==> config.mk <==
export PLATFORM = sky130hd
export DESIGN_NAME = mmu_asid
export DESIGN_NICKNAME = d
export VERILOG_FILES = /design/src/rtl/mmu_asid.sv
export SDC_FILE = /design/constraint.sdc
export NUM_CORES = 1
export LEC_CHECK = 0
export CORE_MARGIN = 2
export CORE_UTILIZATION = 50
export DETAILED_ROUTE_END_ITERATION = 12
export GPL_TIMING_DRIVEN = 0
export PLACE_DENSITY = 0.81
export SLEW_MARGIN = 10
export SYNTH_ARGS = -nofsm -noshare
export SYNTH_HDL_FRONTEND = slang
export SYNTH_SLANG_ARGS = --single-unit
==> constraint.sdc <==
create_clock -name clk -period 4.6 [get_ports clk]
set_clock_uncertainty 0.15 [all_clocks]
set_input_delay 0.46 -clock clk [delete_from_list [all_inputs] [get_ports clk]]
set_output_delay 0.46 -clock clk [all_outputs]
set_load 0.01 [all_outputs]
==> src/rtl/mmu_asid.sv <==
// mmu_asid: ASID-tagged, fully associative TLB with a two-level page walker.
//
// Ports:
//   clk, rst            clock, synchronous active-high reset
//   suspend             aborts any walk or flush; TLB contents are kept
//   en_mmu, asid        translation enable and current address-space id
//   pdb_addr, logical   page directory base and logical page number ([31:12])
//   stall               MMU busy; the requester holds its inputs while high
//   physical, page_fault, auth_user, auth_exec, auth_write, en_cache
//                       translation result (pass-through when not translating)
//   flush_req/flush_mode/flush_ack  TLB invalidate handshake
//   ren/addr/ack/data   page-table read port
//   fsm_state           debug view of the walker state (IDLE/PDE/PTE/FLUSH = 0..3)
//
// Handshakes: ren is a level request held with a stable addr until the
// one-cycle ack returns data; flush_req is a level request held until
// flush_ack pulses for exactly one cycle, in the cycle the flush happens.
module mmu_asid #(
    parameter int LINE_NUM  = 16,
    parameter int ASID_BITS = 8
) (
    input  logic                 clk,
    input  logic                 rst,
    input  logic                 suspend,
    input  logic                 en_mmu,
    input  logic [ASID_BITS-1:0] asid,
    input  logic [19:0]          pdb_addr,
    input  logic [19:0]          logical,
    output logic                 stall,
    output logic [19:0]          physical,
    output logic                 page_fault,
    output logic                 auth_user,
    output logic                 auth_exec,
    output logic                 auth_write,
    output logic                 en_cache,
    input  logic                 flush_req,
    input  logic [1:0]           flush_mode,
    output logic                 flush_ack,
    output logic                 ren,
    output logic [31:0]          addr,
    input  logic                 ack,
    input  logic [31:0]          data,
    output logic [1:0]           fsm_state
);
    localparam int IDX_BITS = $clog2(LINE_NUM);

    typedef enum logic [1:0] {IDLE = 2'd0, PDE = 2'd1, PTE = 2'd2, FLUSH = 2'd3} state_t;
    state_t state, state_next;

    // TLB lines; attr = {cache, exec, write, user, present}
    logic [LINE_NUM-1:0]  line_valid;
    logic [LINE_NUM-1:0]  line_global;
    logic [ASID_BITS-1:0] line_asid [LINE_NUM];
    logic [19:0]          line_tag  [LINE_NUM];
    logic [19:0]          line_ppn  [LINE_NUM];
    logic [4:0]           line_attr [LINE_NUM];
    logic [IDX_BITS-1:0]  rr_ptr;
    logic [4:0]           attr_buf;

    logic                hit;
    logic [IDX_BITS-1:0] hit_idx;
    logic                has_free;
    logic [IDX_BITS-1:0] free_idx;
    logic [IDX_BITS-1:0] victim;
    logic [LINE_NUM-1:0] flush_match;

    logic        start_walk;
    logic        pde_next;
    logic        install;
    logic        flush_now;
    logic [4:0]  fill_attr;
    logic        fill_global;
    logic        translate;

    // Only the PPN, the global bit and the attribute bits of an entry are used.
    logic unused_data_bits;
    assign unused_data_bits = ^data[11:6];

    // Lookup, free-line search and flush match. Scanning from the top down
    // lets the lowest-index free line win.
    always_comb begin
        hit         = 1'b0;
        hit_idx     = '0;
        has_free    = 1'b0;
        free_idx    = '0;
        flush_match = '0;
        for (int i = LINE_NUM - 1; i >= 0; i--) begin
            if (line_valid[i] && line_tag[i] == logical &&
                (line_global[i] || line_asid[i] == asid)) begin
                hit     = 1'b1;
                hit_idx = IDX_BITS'(i);
            end
            if (!line_valid[i]) begin
                has_free = 1'b1;
                free_idx = IDX_BITS'(i);
            end
            case (flush_mode)
                2'd1:    flush_match[i] = (line_asid[i] == asid) && !line_global[i];
                2'd2:    flush_match[i] = (line_tag[i] == logical);
                default: flush_match[i] = 1'b1;   // mode 0 and reserved mode 3
            endcase
        end
    end

    assign victim = has_free ? free_idx : rr_ptr;

    // Next-state and walk control
    always_comb begin
        state_next  = state;
        start_walk  = 1'b0;
        pde_next    = 1'b0;
        install     = 1'b0;
        fill_attr   = data[4:0];
        fill_global = 1'b0;
        case (state)
            IDLE: begin
                if (flush_req) begin
                    state_next = FLUSH;
                end else if (en_mmu && !hit) begin
                    state_next = PDE;
                    start_walk = 1'b1;
                end
            end
            PDE: begin
                if (ack) begin
                    if (data[0]) begin
                        state_next = PTE;
                        pde_next   = 1'b1;
                    end else begin
                        // Non-present directory entry is cached as-is so the
                        // retried access reports the fault from the TLB.
                        install    = 1'b1;
                        state_next = IDLE;
                    end
                end
            end
            PTE: begin
                if (ack) begin
                    install     = 1'b1;
                    fill_attr   = data[4:0] & attr_buf;
                    fill_global = data[5];
                    state_next  = IDLE;
                end
            end
            FLUSH:   state_next = IDLE;
            default: state_next = IDLE;
        endcase
        if (suspend) begin
            state_next = IDLE;
            start_walk = 1'b0;
            pde_next   = 1'b0;
            install    = 1'b0;
        end
    end

    assign flush_now = (state == FLUSH) && !suspend;

    always_ff @(posedge clk) begin
        if (rst) state <= IDLE;
        else     state <= state_next;
    end

    // Page-table read port
    always_ff @(posedge clk) begin
        if (rst || suspend) begin
            ren  <= 1'b0;
            addr <= '0;
        end else if (start_walk) begin
            ren  <= 1'b1;
            addr <= {pdb_addr, logical[19:10], 2'b00};
        end else if (pde_next) begin
            addr <= {data[31:12], logical[9:0], 2'b00};
        end else if (install) begin
            ren  <= 1'b0;
        end
    end

    // Valid bits, replacement pointer and directory attribute buffer
    always_ff @(posedge clk) begin
        if (rst) begin
            line_valid <= '0;
            rr_ptr     <= '0;
            attr_buf   <= 5'b01111;
        end else begin
            if (pde_next) attr_buf <= data[4:0];
            if (flush_now) line_valid <= line_valid & ~flush_match;
            if (install) begin
                line_valid[victim] <= 1'b1;
                if (!has_free) rr_ptr <= rr_ptr + 1'b1;
            end
        end
    end

    // Line payload needs no reset: it is only read through a valid bit.
    always_ff @(posedge clk) begin
        if (!rst && install) begin
            line_global[victim] <= fill_global;
            line_asid[victim]   <= asid;
            line_tag[victim]    <= logical;
            line_ppn[victim]    <= data[31:12];
            line_attr[victim]   <= fill_attr;
        end
    end

    assign stall     = (state != IDLE) || (en_mmu && (flush_req || !hit));
    assign flush_ack = flush_now && !rst;
    assign fsm_state = state;

    // When translate is high the lookup necessarily hit, else stall would be set.
    assign translate = en_mmu && !stall;

    always_comb begin
        physical   = logical;
        page_fault = 1'b0;
        auth_user  = 1'b1;
        auth_exec  = 1'b1;
        auth_write = 1'b1;
        en_cache   = 1'b0;
        if (translate) begin
            physical   = line_ppn[hit_idx];
            page_fault = ~line_attr[hit_idx][0];
            auth_user  = line_attr[hit_idx][1];
            auth_write = line_attr[hit_idx][2];
            auth_exec  = line_attr[hit_idx][3];
            en_cache   = line_attr[hit_idx][4];
        end
    end

endmodule

Yosys cells after proc, flatten, opt, wreduce, memory -nomap -nowiden
Memories as Yosys holds them, arrays and structs flattened.
Index checks and enable logic that the tools add are counted.
W data, S select, Z words.
{"block": "totals", "ff_bits": 74, "ram_bits": 848, "inputBits": 88, "wordCells": 286, "mem_count": 4}
{"name": "line_ppn", "depth": 16, "word_bits": 20, "read_ports": 1, "rd_clocked_by_memory_dff": 0, "wr": 1, "line_no": "55", "text": "logic [19:0] line_ppn [LINE_NUM];"}
{"name": "line_tag", "depth": 16, "word_bits": 20, "read_ports": 16, "rd_clocked_by_memory_dff": 0, "wr": 1, "line_no": "54", "text": "logic [19:0] line_tag [LINE_NUM];"}
{"name": "line_asid", "depth": 16, "word_bits": 8, "read_ports": 16, "rd_clocked_by_memory_dff": 0, "wr": 1, "line_no": "53", "text": "logic [ASID_BITS-1:0] line_asid [LINE_NUM];"}
{"name": "line_attr", "depth": 16, "word_bits": 5, "read_ports": 1, "rd_clocked_by_memory_dff": 0, "wr": 1, "line_no": "56", "text": "logic [4:0] line_attr [LINE_NUM];"}
{"block": "op_classes", "add_sub_neg": 1, "magnitude_cmp": 2, "eq_ne": 41, "mux": 123, "n_bitwise": 6, "reduce_logical": 102}
{"operator": "$eq A20 B20 Y1", "n": 16}
{"operator": "$mux W4", "n": 33}
{"operator": "$eq A8 B8 Y1", "n": 16}
{"operator": "$mux W32", "n": 2}
{"operator": "$mux W1", "n": 57}
{"operator": "$logic_and A1 B1 Y1", "n": 55}
{"operator": "$mux W16", "n": 3}
{"operator": "$pmux W1 S2", "n": 17}
{"operator": "$logic_not A1 Y1", "n": 20}
{"operator": "$mux W20", "n": 1}
{"operator": "$logic_or A1 B1 Y1", "n": 19}
{"operator": "$and A16 B16 Y16", "n": 1}
{"operator": "$bwmux W16", "n": 1}
{"operator": "$not A16 Y16", "n": 1}
{"operator": "$or A16 B16 Y16", "n": 1}
{"operator": "$mux W2", "n": 5}
{"operator": "$mux W5", "n": 2}
{"operator": "$pmux W2 S4", "n": 1}
{"operator": "$eq A2 B2 Y1 const B", "n": 3}
{"operator": "$ne A2 B2 Y1 const B", "n": 3}
{"operator": "$reduce_bool A2 Y1", "n": 3}
{"operator": "$and A5 B5 Y5", "n": 1}
{"operator": "$lt A4 B5 Y1 const B", "n": 1}
{"operator": "$add A4 B1 Y4 const B", "n": 1}
{"operator": "other kinds (9)", "n": 12}

Longest topological paths before layout
An unclocked memory read counts as a cell.
{"block": "logic_depth", "word_depth": 28, "depth_mapped": 16, "ltp_nobuf": 11}

Least setup slack after synthesis
Ideal clock, no wire load.
{"block": "synth_path", "kind": "flip-flop to flip-flop", "from": "register line_valid[15]", "to": "memory line_asid[4][0] (enable)", "setup_time_ps": 466, "arrival_time_ps": 4110, "required_ps": 3984, "setup_slack_ps": -126, "stages_incl_launch_ff": 13, "n_path_buf": 1, "cell_sequence": "dfxtp_1 > nand2b_1 > a21oi_1 > o21ai_0 > a21oi_1 > o21ai_0 > nand2_1 > a21oi_1 > o21ai_0 > a22o_1 > or2_2 > clkbuf_1 > nor2_1"}
{"block": "synth_via", "elab_chain_len": 17, "word_cells_on_any_way": 33}
{"item": "from (decl)", "line_no": "51", "text": "logic [LINE_NUM-1:0] line_valid;"}
{"item": "from (signal assigned)", "line_no": "186", "text": "if (flush_now) line_valid <= line_valid & ~flush_match;"}
{"item": "$mux W4 or $mux W1 (tied branches) (16 in a row)", "line_no": "93", "text": "if (!line_valid[i]) begin"}
{"item": "$mux W4 (*)", "line_no": "105", "text": "assign victim = has_free ? free_idx : rr_ptr;"}
{"item": "to (decl)", "line_no": "53"}
Mark *: on every way between the ends. The rest lies on a longest branch, timed or not.

==> reports/metrics.csv <==
metric,value,unit
dieArea,80400,um^2
maxSlewHeadroom,24.4,%
cts_root_buffer,clkbuf_16,
netlist_area,39100,um^2
grt_setup_unrepaired,true,
synthTopCellsByArea,"edfxtp_1, xnor2_1, dfxtp_1",
worstMarginPinSlew,1.13,ns
cap_violations,0,
violations,negative setup slack,
synth_ff_type,edfxtp_1,
num_vias,24979,
setup_ws,-0.486,ns
finalCritPeriodShare,111,%
cellPowerDensity,370,nW/um^2
crit_fanout,6,
drcViolationCount,0,
htree_levels,3,
synthToLayoutAreaGrowth,24.1,%
finalWirelength,119000,um
finalPower,0.0179,W
synth_area_per_cell,15.7,um^2
crit_required,3.99,ns
slowest_stage,edfxtp_1,
drtAntennaViolNets,0,
place_congestion,0.880,
synth_seq_area_share,69.4,%
finalNonFillerCells,3966,
crit_top_cell,buf_4,
synth-adder-area-share,0.224,%
hp-class,in -> reg,
drv_slew,0,
endpoint_kind,output pin,
io_pins,150,
muxShareOfSynthArea,4.90,%
drt_iter0_drc,3778,
core-area,77300,um^2
synth_xor_area_share,10.1,%
dr.pass1.iters,5,
synth_cells,2489,
grt_pass1_vias,24549,
grt_max_degree,30,
ys_types,68,
start_util,50.5,%
seq_area,27100,um^2
dp_cells,3703,
multi_input_area,12200,um^2
status,"complete, but fails checks",
cts_sinks,922,
cts.clk_slew.worst_paths,0.07,ns
synthTopCellsByCount,"edfxtp_1, xnor2_1, nand4_1",
die_h,283,um
grt_pass1_wl,164000,um
reg2reg_slack,0.59,ns
start_kind,flop,
utilization,62.7,%
cts_buffer_depth,3,
io_buffers,140,
fill_cells,5069,
period_needed,5.09,ns
yosysMostFrequentCell,edfxtp_1,
path_cells,"xnor2_1, nand4_1, nor3_4, o2111a_2, a211oi_4, buf_4, o221a_4, o21a_4, buf_4, buf_16, buf_12, buf_4, mux2i_2, a22o_1, o22a_1, buf_2",
synth_top_area_share,66.4,%
row_count,102,
yosys_warnings,0,
die_w,283,um
antenna_found_initial,2,
wl_per_cell,30.1,um
ys_ff_latch,922,
synth_edf_count,864,
leakage,15.0,nW
synthArstFlopShare,0,%
via_per_inst,6.30,
gr-total-overflow,0,
critical_path_class,reg -> out,
synth_top_area_cell,edfxtp_1,
cts_buffers,90,
max_stage_delay,0.42,ns
hold_violations,0,
worstPathArrival,4.48,ns
drive_gt1_share,24.0,%
ir_drop,0.275,mV
fmax,197,MHz
grtUsageTotal,27.8,%
hpwlAfterDp,68500,um
nets,2945,
synth_top_family_by_area,XOR/XNOR gates,
setup_viol_count_final,25,
cts_tree,built,
insertion_delay,0.68,ns
synthSimpleGateAreaFrac,6.81,%
synth-compound-area-share,5.41,%
metal layers:
layer  GRT usage, %  vias to the layer above  routed length (um)
li1               -                    10163                   -
met1           36.1                    12380               41900
met2           44.8                     2019               56900
met3           5.86                      417               14200
met4           13.5                        0                6310
met5              0                        -                   0
stage by stage:
step | setup WS (ns) | hold WS [ns] | setup TNS (ns) | cell area (um^2)
after CTS | -0.232 | 0.0136 | -2.23 | 47500
after floorplan | -0.126 | 0.266 | -27.27 | 39100
after global routing | -0.492 | 0.0306 | -8.02 | 48500
after global placement | -2.71 | 0.279 | -2055.84 | 41800
final | -0.486 | 0.0261 | -6.48 | 48500
after detailed placement | -2.31 | 0.301 | -80.64 | 42600
cells in the final DEF (no fill, tap or decap), types with 66 or more instances in the layout:
master           instances
nor2_1                  87
nand4_1                121
buf_4                   66
buf_6                   84
mux2i_1                 85
xnor2_1                418
nand3_1                 92
nand2_1                 67
clkbuf_16               94
clkdlybuf4s50_1         87
edfxtp_1               864
kinds of logic (layout without fill, tap and decap cells):
| logic type | Yosys count | after routing |
|---|---|---|
| multiplexers | 165 | 165 |
| flip-flops | 922 | 922 |
| buffers and inverters | 185 | 620 |
| XOR/XNOR | 451 | 451 |
| AND/OR/NAND/NOR | 508 | 508 |
| AO/OA/AOI/OAI | 250 | 250 |
| adder cells (fa/ha/maj) | 7 | 7 |
| other | 1 | 3 |
sequential cells by signal, summed over array words and instances, names as in the netlist, 5 cells and up:
name	flops
line_tag	320
line_valid	16
line_ppn	320
attr_buf	5
line_attr	80
line_asid	128
addr	30
line_global	16
area by class of cell:
| class | count | area share, % |
|---|---|---|
| Antenna cell | 1 | 0.00516 |
| Inverter | 39 | 0.302 |
| Clock inverter | 51 | 1.45 |
| Timing Repair Buffer | 269 | 6.37 |
| Sequential cell | 922 | 55.9 |
| Multi-Input combinational cell | 1383 | 25.1 |
| Tap cell | 1040 | 2.68 |
| Clock buffer | 116 | 5.06 |
| Buffer | 145 | 3.11 |
worst max-delay path, delay by kind of cell (launching register included):
| family | cells | cell delay (ns) |
|---|---|---|
| compound gates | 6 | 1.42 |
| buf+inv | 6 | 0.93 |
| simple gates | 2 | 0.59 |
| flops | 1 | 0.42 |
| xor+xnor | 1 | 0.22 |
| mux | 1 | 0.21 |
power by group:
group          switching [W]  internal [W]  total (W)
clock network        0.00330       0.00459    0.00788
registers         0.00000802       0.00917    0.00918
logic               0.000543      0.000319   0.000861
path summary, 6_finish.rpt:
check / start / endpoint / depth (start not counted)
setup reg to reg: line_asid[1][1] / addr[16] / 14
hold reg to reg: attr_buf[0] / attr_buf[0] / 1
hold / removal: asid[3] / line_asid[10][3] / 1
setup / recovery: line_tag[13][18] / physical[18] / 16
timing repair:
action	4_1_cts	5_1_grt
hold endpoints to repair	232	0
setup endpoints to repair	57	25
hold buffers	25	0
setup buffers	35	32
gates resized for setup	545	114
pin swaps	71	62
gates cloned	3	3
(Power assumes the default switching activity.)
